**src/rtl/sample_unpacker.sv**
```systemverilog
// Reader-side unpacker for the packed sample FIFO stream.
// Collects one word per enabled channel, then replays 16 probe vectors.
module sample_unpacker (
  input  logic        clk,
  input  logic        rst,
  input  logic [15:0] channel_enable,
  input  logic [15:0] in_data,
  input  logic        in_valid,
  output logic        in_ready,
  output logic [15:0] out_sample,
  output logic        out_valid,
  input  logic        out_ready,
  output logic        group_done
);

  typedef enum logic {
    COLLECT,
    EMIT
  } state_t;

  state_t      state;
  logic [15:0] store [16];
  logic [15:0] en_q;
  logic [3:0]  ch;
  logic [3:0]  idx;
  logic        started;

  logic        accept;
  logic        fire;
  logic        last_word;
  logic [3:0]  ch_next;
  logic [3:0]  ch_first;
  logic [3:0]  ch_last;

  function automatic logic [3:0] lowest_bit(
    input logic [15:0] m
  );
    logic [3:0] r;
    r = 4'd0;
    for (int i = 15; i >= 0; i--) begin
      if (m[i]) r = 4'(i);
    end
    return r;
  endfunction

  function automatic logic [3:0] highest_bit(
    input logic [15:0] m
  );
    logic [3:0] r;
    r = 4'd0;
    for (int i = 0; i < 16; i++) begin
      if (m[i]) r = 4'(i);
    end
    return r;
  endfunction

  function automatic logic [3:0] next_above(
    input logic [15:0] m,
    input logic [3:0]  c
  );
    logic [3:0] r;
    r = c;
    for (int i = 15; i >= 0; i--) begin
      if (m[i] && (i > int'(c))) r = 4'(i);
    end
    return r;
  endfunction

  assign in_ready  = (state == COLLECT) && (en_q != 16'd0);
  assign out_valid = (state == EMIT);
  assign accept    = in_valid && in_ready;
  assign fire      = out_valid && out_ready;
  assign ch_first  = lowest_bit(channel_enable);
  assign ch_last   = highest_bit(en_q);
  assign ch_next   = next_above(en_q, ch);
  assign last_word = (ch == ch_last);

  always_comb begin
    out_sample = 16'd0;
    for (int c = 0; c < 16; c++) begin
      out_sample[c] = (state == EMIT) && en_q[c]
                    && store[c][idx];
    end
  end

  // en_q tracks the live mask until the first word lands,
  // and is reloaded on group end so a new mask is seen at once.
  always_ff @(posedge clk or posedge rst) begin
    if (rst) begin
      state      <= COLLECT;
      en_q       <= 16'd0;
      ch         <= 4'd0;
      idx        <= 4'd0;
      started    <= 1'b0;
      group_done <= 1'b0;
      for (int i = 0; i < 16; i++) begin
        store[i] <= 16'd0;
      end
    end else begin
      group_done <= 1'b0;
      unique case (state)
        COLLECT: begin
          if (!started && !accept) begin
            en_q <= channel_enable;
            ch   <= ch_first;
          end
          if (accept) begin
            store[ch] <= in_data;
            started   <= 1'b1;
            if (last_word) begin
              state <= EMIT;
              idx   <= 4'd0;
            end else begin
              ch <= ch_next;
            end
          end
        end
        EMIT: begin
          if (fire) begin
            idx <= idx + 4'd1;
            if (idx == 4'd15) begin
              group_done <= 1'b1;
              state      <= COLLECT;
              started    <= 1'b0;
              en_q       <= channel_enable;
              ch         <= ch_first;
            end
          end
        end
        default: state <= COLLECT;
      endcase
    end
  end

endmodule

```
**config.mk**
```make
export PLATFORM = sky130hd
export DESIGN_NAME = sample_unpacker
export DESIGN_NICKNAME = d
export VERILOG_FILES = /design/src/rtl/sample_unpacker.sv
export SDC_FILE = /design/constraint.sdc
export NUM_CORES = 1
export LEC_CHECK = 0
export CAP_MARGIN = 20
export CORE_MARGIN = 3
export CORE_UTILIZATION = 30
export CTS_BUF_LIST = sky130_fd_sc_hd__clkbuf_16
export DETAILED_ROUTE_END_ITERATION = 10
export SLEW_MARGIN = 20
export SYNTH_ARGS = -nofsm -noshare
export SYNTH_HDL_FRONTEND = slang
export SYNTH_SLANG_ARGS = --single-unit
```
**constraint.sdc**
```tcl
create_clock -name clk -period 10.7 [get_ports clk]
set_input_delay 2.675 -clock clk [delete_from_list [all_inputs] [get_ports clk]]
set_output_delay 2.675 -clock clk [all_outputs]
set_load 0.02 [all_outputs]
```
==> key figures, run 1 <==
Placement
  – Cell Area, Placed: 0.0147 mm²
  – I/O Buffers: 54
  – RD Place Congestion: roughly 0.81
  – DP Wirelength: 21400 µm

Routing
  – Routed Antenna Nets: 0
  – DRC: 0
  – WL per Instance: 22.5 µm
  – Vias: 8252
  – TritonRoute pass-1 iters: 4
  – Initial DRC count: about 680
  – Routed WL: 35300 µm
  – DR vias/cell: approximately 5.3

Power and ir drop
  – Power per cell area: ~140 mW/mm²
  – Leakage: 7.39 nW
  – Worst vdd ir: 0.132 mV

Cells and area
  – Syn-to-layout area delta: 14.5%
  – Post-route cell area: ~0.016 mm²
  – Layout cells sized above 1: 39.6%
  – Fillcell total: approximately 4300
  – Final #Nets: ~990
  – Number of antenna diodes: 0

Setup path
  – CP most frequent cell: mux4_2
  – Worst Path Required: between 8000 and 9000 ps
  – Worst Path Arrival: ~4000 ps
  – FF-to-FF Start: en_q[8]$_DFFE_PP0P_
  – Crit path launch: idx[0]$_DFFE_PP0P_
  – Setup crit end kind: output pin
  – Max stage delay cell, worst path: buf_4
  – R2R Setup Slk: 7100 ps
  – CP peak stage delay: 790 ps
  – Reg2reg end: ch[1]$_DFFE_PP0P_
  – R2R depth: 7
  – Critical Path Start Type: register
  – CP Cell Sequence: buf_4 > mux4_2 > mux4_2 > and3_1 > clkdlybuf4s50_1
  – CP max FO: 43
  – Crit Path Category: reg2out

Timing
  – RSZ-0062 raised after global routing: false
  – Slew @ Worst Pin: 1170 ps
  – Hold Vio Cnt, Final: 0
  – Fin crit period: 6760 ps
  – Part of the cycle the worst path needs: between 60% and 70%
  – Max frequency: 148 MHz
  – Worst rel slew slack: 21.8%
  – Slew Viols, Final: 0
  – # setup viols final: 0
  – Final setup TNS: 0 ps
  – Skew final: about 12 ps

CTS
  – Inserted Clock Buffers: 30
  – CTS tree: done
  – Clk buf depth: 3
  – H-tree depth: 1
  – Worst-Skew Late Latency: ~560 ps
  – CTS root buf: clkbuf_16
  – Post-CTS sizing: 0
  – Hold buffer count at CTS: 0
  – # clock sinks: 283
  – Setup Fix Bufs, Post-CTS: 0
  – Clock-pin slew on the worst setup and hold paths: 60 ps

Global routing
  – Total congestion overflow: 0
  – Vias in the first global route: 8422
  – Initial antenna violation count: 1
  – First-pass GRT wire length: roughly 54000 µm
  – Total global-route track usage: 14.7%
  – Largest net degree at the start of global routing: 138

Synthesis
  – Simple-gate share of the synthesized area: about 5.3%
  – Cells after Synth: 932
  – Cell Area, Synth: 0.0136 mm²
  – Post-synth EDFFs: 0
  – Syn Area/Cell: 14.6 µm²
  – Post-synth top flop: dfrtp_1
  – Yosys reg bits: approximately 280
  – Sequential element share of the synthesized area: approximately half
  – Xor/xnor share of the synthesized area: 0.129%
  – Synth warn: 0
  – Post-synthesis mux area share: 36.0%
  – Largest family of logic cells by synthesized area: multiplexers
  – Post-synthesis adder-cell area fraction: less than 1%
  – Syn Nets: 969
  – Yosys cell types: 57
  – Post-synth ARST share: between 90% and 100%
  – Compound-cell area share of the yosys netlist: 3.84%

Floorplan
  – Die H: 219 µm
  – Die area: 0.0480 mm²
  – Starting Density: a little under a third
  – Cell Rows: 77
  – IO Count: 55
  – Die width: 219 µm
  – Core area: 0.0445 mm²

Outcome
  – Status: finished, final reports clean

Run
  – Max-cap violations: 0

Hold path
  – WHS Endpoint: store[67]$_DFFE_PP0P_
  – Hold Path Origin: store[67]$_DFFE_PP0P_
  – Min-Delay Path Class: reg2reg
  – Worst Hold Path Cells: 1
## Yosys cell counts, types with 3 or more instances
master	instances	share of area, %
clkbuf_1	47	1.3
o21a_1	4	0.22
o22a_1	3	0.19
and2_1	4	0.18
nand2b_1	7	0.32
o21ai_0	14	0.51
mux2_1	34	2.8
buf_1	5	0.14
nor4b_1	3	0.19
or3_1	4	0.18
inv_1	11	0.30
buf_4	3	0.17
mux2_4	10	1.1
nor3_1	5	0.18
nand2_1	21	0.58
nor3b_1	4	0.22
mux4_2	80	13
o21bai_1	5	0.28
dfrtp_1	283	52
or2_2	5	0.23
nor2b_1	8	0.37
buf_2	16	0.59
nand3_1	8	0.29
mux2_2	226	19
or4_1	6	0.33
a31oi_1	3	0.14
nor2_1	27	0.74
a21oi_1	22	0.81
nor4_1	5	0.23
o22ai_1	6	0.28
and3_1	16	0.73
o31ai_1	4	0.22
## cell type report
type	count	area [µm²]	area share, %
Clock inverter	23	169	1.08
Clock buffer	30	751	4.81
Timing Repair Buffer	66	616	3.95
Sequential cell	283	7090	45.4
Multi-Input combinational cell	565	6190	39.7
Inverter	11	48.8	0.313
Tap cell	592	741	4.75
## flip-flops by register name, summed over array words and instances (netlist names)
signal and cells:
out_valid 1, en_q 16, ch 4, group_done 1, idx 4, started 1, store 256
## how the worst max path moves through the flow
stage	endpoint	slack (ps)	depth (start not counted)
floorplan	ch[0]$_DFFE_PP0P_	220	1
global placement	out_sample[14]	4530	5
detailed placement	out_sample[14]	4430	5
CTS	out_sample[14]	3840	5
global route	out_sample[14]	3710	5
finish	out_sample[14]	3940	5
## critical path: cells and delay by family (launching register included)
kind / cells / cell delay (ps)
flip-flops: 1 / 770
buffers and inverters: 2 / 1330
multiplexers: 2 / 1140
AND/OR/NAND/NOR: 1 / 230
## report_power, final
group / total, mW / internal (mW) / switching (mW) / leakage [nW]
registers: 1.07 / 1.07 / 0 / 3.93
clock network: 0.982 / 0.555 / 0.428 / 0.492
logic: 0.0706 / 0.0143 / 0.0563 / 2.97
total: 2.12 / 1.64 / 0.484 / 7.39
## metrics by stage
stage,hold WS [ps],setup WS [ps],instances,total power [mW],utilization [%]
6_report,483,3940,1570,2.12,35.0
5_1_grt,505,3710,1570,2.20,35.0
4_1_cts,487,3840,1570,2.15,35.1
3_5_place_dp,474,4430,1517,1.16,33.0
3_3_place_gp,466,4530,1517,1.16,33.0
2_1_floorplan,452,218,932,1.12,-
## metal layers
metal  GRT usage, %  wire (µm)
met3           2.27       1530
met1           21.7      16900
met2           23.1      16300
met4           2.81        609
met5              0          0
## placed cells by master (no fill, tap or decap), drive strengths merged, types with 5 or more instances in the layout
master / n
a21oi: 22
and3: 16
buf: 15
clkbuf: 30
clkdlybuf4s50: 51
clkinv: 9
dfrtp: 283
inv: 22
mux2: 270
mux4: 80
nand2: 21
nand2b: 7
nand3: 9
nor2: 27
nor2b: 8
nor3: 6
nor4: 5
o21ai: 14
o21bai: 5
o22ai: 6
or2: 6
or4: 7
## kinds of logic after synthesis
logic type | after synthesis
xor+xnor | 2
flops | 283
buf+inv | 84
simple gates | 132
compound gates | 78
fa+ha+maj | 1
mux | 352
Note: power is estimated with default switching activity, not from simulation.
==> run 2, diff against run 1 <==
==> constraint.sdc (replaced) <==
create_clock -name clk -period 6.9 [get_ports clk]
set_input_delay 1.725 -clock clk [delete_from_list [all_inputs] [get_ports clk]]
set_output_delay 1.725 -clock clk [all_outputs]
set_load 0.02 [all_outputs]
==> key figures, run 2 (synthesis results as in run 1) <==
Floorplan
  – Die width: 219 µm
  – Die area: 0.0480 mm²
  – Die H: 219 µm
  – IO Count: 55
  – Starting Density: 30.6%
  – Cell Rows: 77
  – Core area: 0.0445 mm²

Placement
  – Pre-CTS setup slack: 1910 ps
  – RD Place Congestion: 0.869
  – I/O Buffers: 54
  – Placed cell count: 1524
  – DP Wirelength: roughly 21000 µm

Power and ir drop
  – Power per cell area: 210 mW/mm²
  – Leakage: 7.43 nW
  – Worst vdd ir: roughly 0.16 mV

Routing
  – Routed Antenna Nets: 0
  – Routed WL: around 35000 µm
  – Routed met1 length: about 16000 µm
  – TritonRoute pass-1 iters: 5
  – DRC: 0
  – WL per Instance: 22.1 µm
  – Metal2 WL: 16600 µm
  – Max layer used: met4
  – Initial DRC count: 774
  – Vias: 8286
  – Met3 Wirelength: 1760 µm
  – DR vias/cell: 5.25

Cells and area
  – Final Non-Filler Cells: 1579
  – Register area: 0.00709 mm²
  – Final #Nets: roughly 1000
  – Most common cell after layout, fill and taps aside: dfrtp_1
  – Area of the multi-input gates: 0.00618 mm²
  – Layout cells sized above 1: 39.7%
  – Largest regs: store (256), en_q (16)
  – Commonest cells after routing, fill and taps aside: dfrtp_1, mux2_2, mux4_2
  – Syn-to-layout area delta: 14.9%
  – Fillcell total: 4305
  – Largest register FFs: around 260
  – Largest Register: store

Global routing
  – Vias in the first global route: around 8600
  – Total congestion overflow: 0
  – First-pass GRT wire length: 54500 µm
  – Total global-route track usage: 14.8%
  – Initial antenna violation count: 1
  – Largest net degree at the start of global routing: 132

Setup path
  – FF-to-FF Start: en_q[8]$_DFFE_PP0P_
  – Worst Path Arrival: between 3000 and 4000 ps
  – Setup crit end kind: output pin
  – Worst Path Required: just over 5000 ps
  – R2R Setup Slk: 3330 ps
  – CP peak stage delay: 1050 ps
  – CP max FO: 47
  – Max stage delay cell, worst path: dfrtp_4
  – Crit path launch: idx[0]$_DFFE_PP0P_
  – Crit Path Category: reg2out
  – Critical Path Start Type: register
  – CP most frequent cell: mux4_2
  – Top cell family by delay on the critical path: flip-flops
  – Buf+Inv Stages, Crit Path: 2
  – Worst path depth: 5
  – CP Cell Sequence: buf_12 > mux4_2 > mux4_2 > and3_1 > clkdlybuf4s50_1
  – R2R depth: 7

Hold path
  – Worst Hold Path Cells: 1
  – Hold Path Origin: store[66]$_DFFE_PP0P_
  – Min-Delay Path Class: reg2reg

Timing
  – Part of the cycle the worst path needs: 79.4%
  – Max frequency: 183 MHz
  – Skew final: 20.8 ps
  – Setup ws final: 1420 ps
  – Fin crit period: 5480 ps
  – RSZ-0062 raised after global routing: false
  – # setup viols final: 0
  – WHS: 481 ps
  – Hold Vio Cnt, Final: 0
  – Worst rel slew slack: between 20% and 30%
  – Final setup TNS: 0 ps
  – Slew @ Worst Pin: 1140 ps
  – Slew Viols, Final: 0

CTS
  – CTS tree: done
  – Clock-pin slew on the worst setup and hold paths: roughly 70 ps
  – CTS root buf: clkbuf_16
  – Setup Fix Bufs, Post-CTS: 0
  – # clock sinks: 283
  – Post-CTS sizing: 0
  – Worst-Skew Late Latency: 560 ps
  – Inserted Clock Buffers: 30
  – Clk buf depth: 3
  – H-tree depth: 1
  – Hold buffer count at CTS: 0

Run
  – Max-cap violations: 0

Outcome
  – Status: finished, final reports clean
[run 2: final timing paths]
| check | end |
|---|---|
| setup / recovery | out_sample[1] |
| hold / removal | store[66]$_DFFE_PP0P_ |
| setup reg to reg | ch[0]$_DFFE_PP0P_ |
| hold reg to reg | store[66]$_DFFE_PP0P_ |
| max in group asynchronous | store[183]$_DFFE_PP0P_ |
| min in group asynchronous | store[112]$_DFFE_PP0P_ |
[run 2: area by class of cell]
| class | instances | area share (%) |
|---|---|---|
| inverters | 11 | 0.288 |
| clock buffers | 31 | 4.96 |
| multi-input cells | 565 | 39.5 |
| diodes | 1 | 0.0160 |
| clock inverters | 23 | 0.911 |
| flip-flops and latches | 283 | 45.3 |
| repair buffers | 73 | 4.33 |
| well taps | 592 | 4.73 |
[run 2: routing by layer]
layer / global-route usage, % / up-vias
met2: 23.5 / 203
met5: 0 / -
met3: 2.84 / 45
met1: 21.0 / 4461
li1: - / 3577
met4: 3.22 / 0
[run 2: stage by stage]
| step | total power [mW] | cell area (µm²) | util, % |
|---|---|---|---|
| CTS | 3.34 | 15700 | 35.2 |
| global placement | 1.81 | 14800 | 33.2 |
| finish | 3.29 | 15700 | 35.2 |
| global route | 3.41 | 15700 | 35.2 |
| detailed placement | 1.81 | 14700 | 33.1 |
| floorplan | 1.73 | 13600 | - |
[run 2: power by group]
part / switching [mW] / internal [mW] / leakage, nW
sequential: 0 / 1.66 / 3.93
combinational: 0.0868 / 0.0242 / 3.00
clock: 0.643 / 0.875 / 0.495
total: 0.730 / 2.56 / 7.43
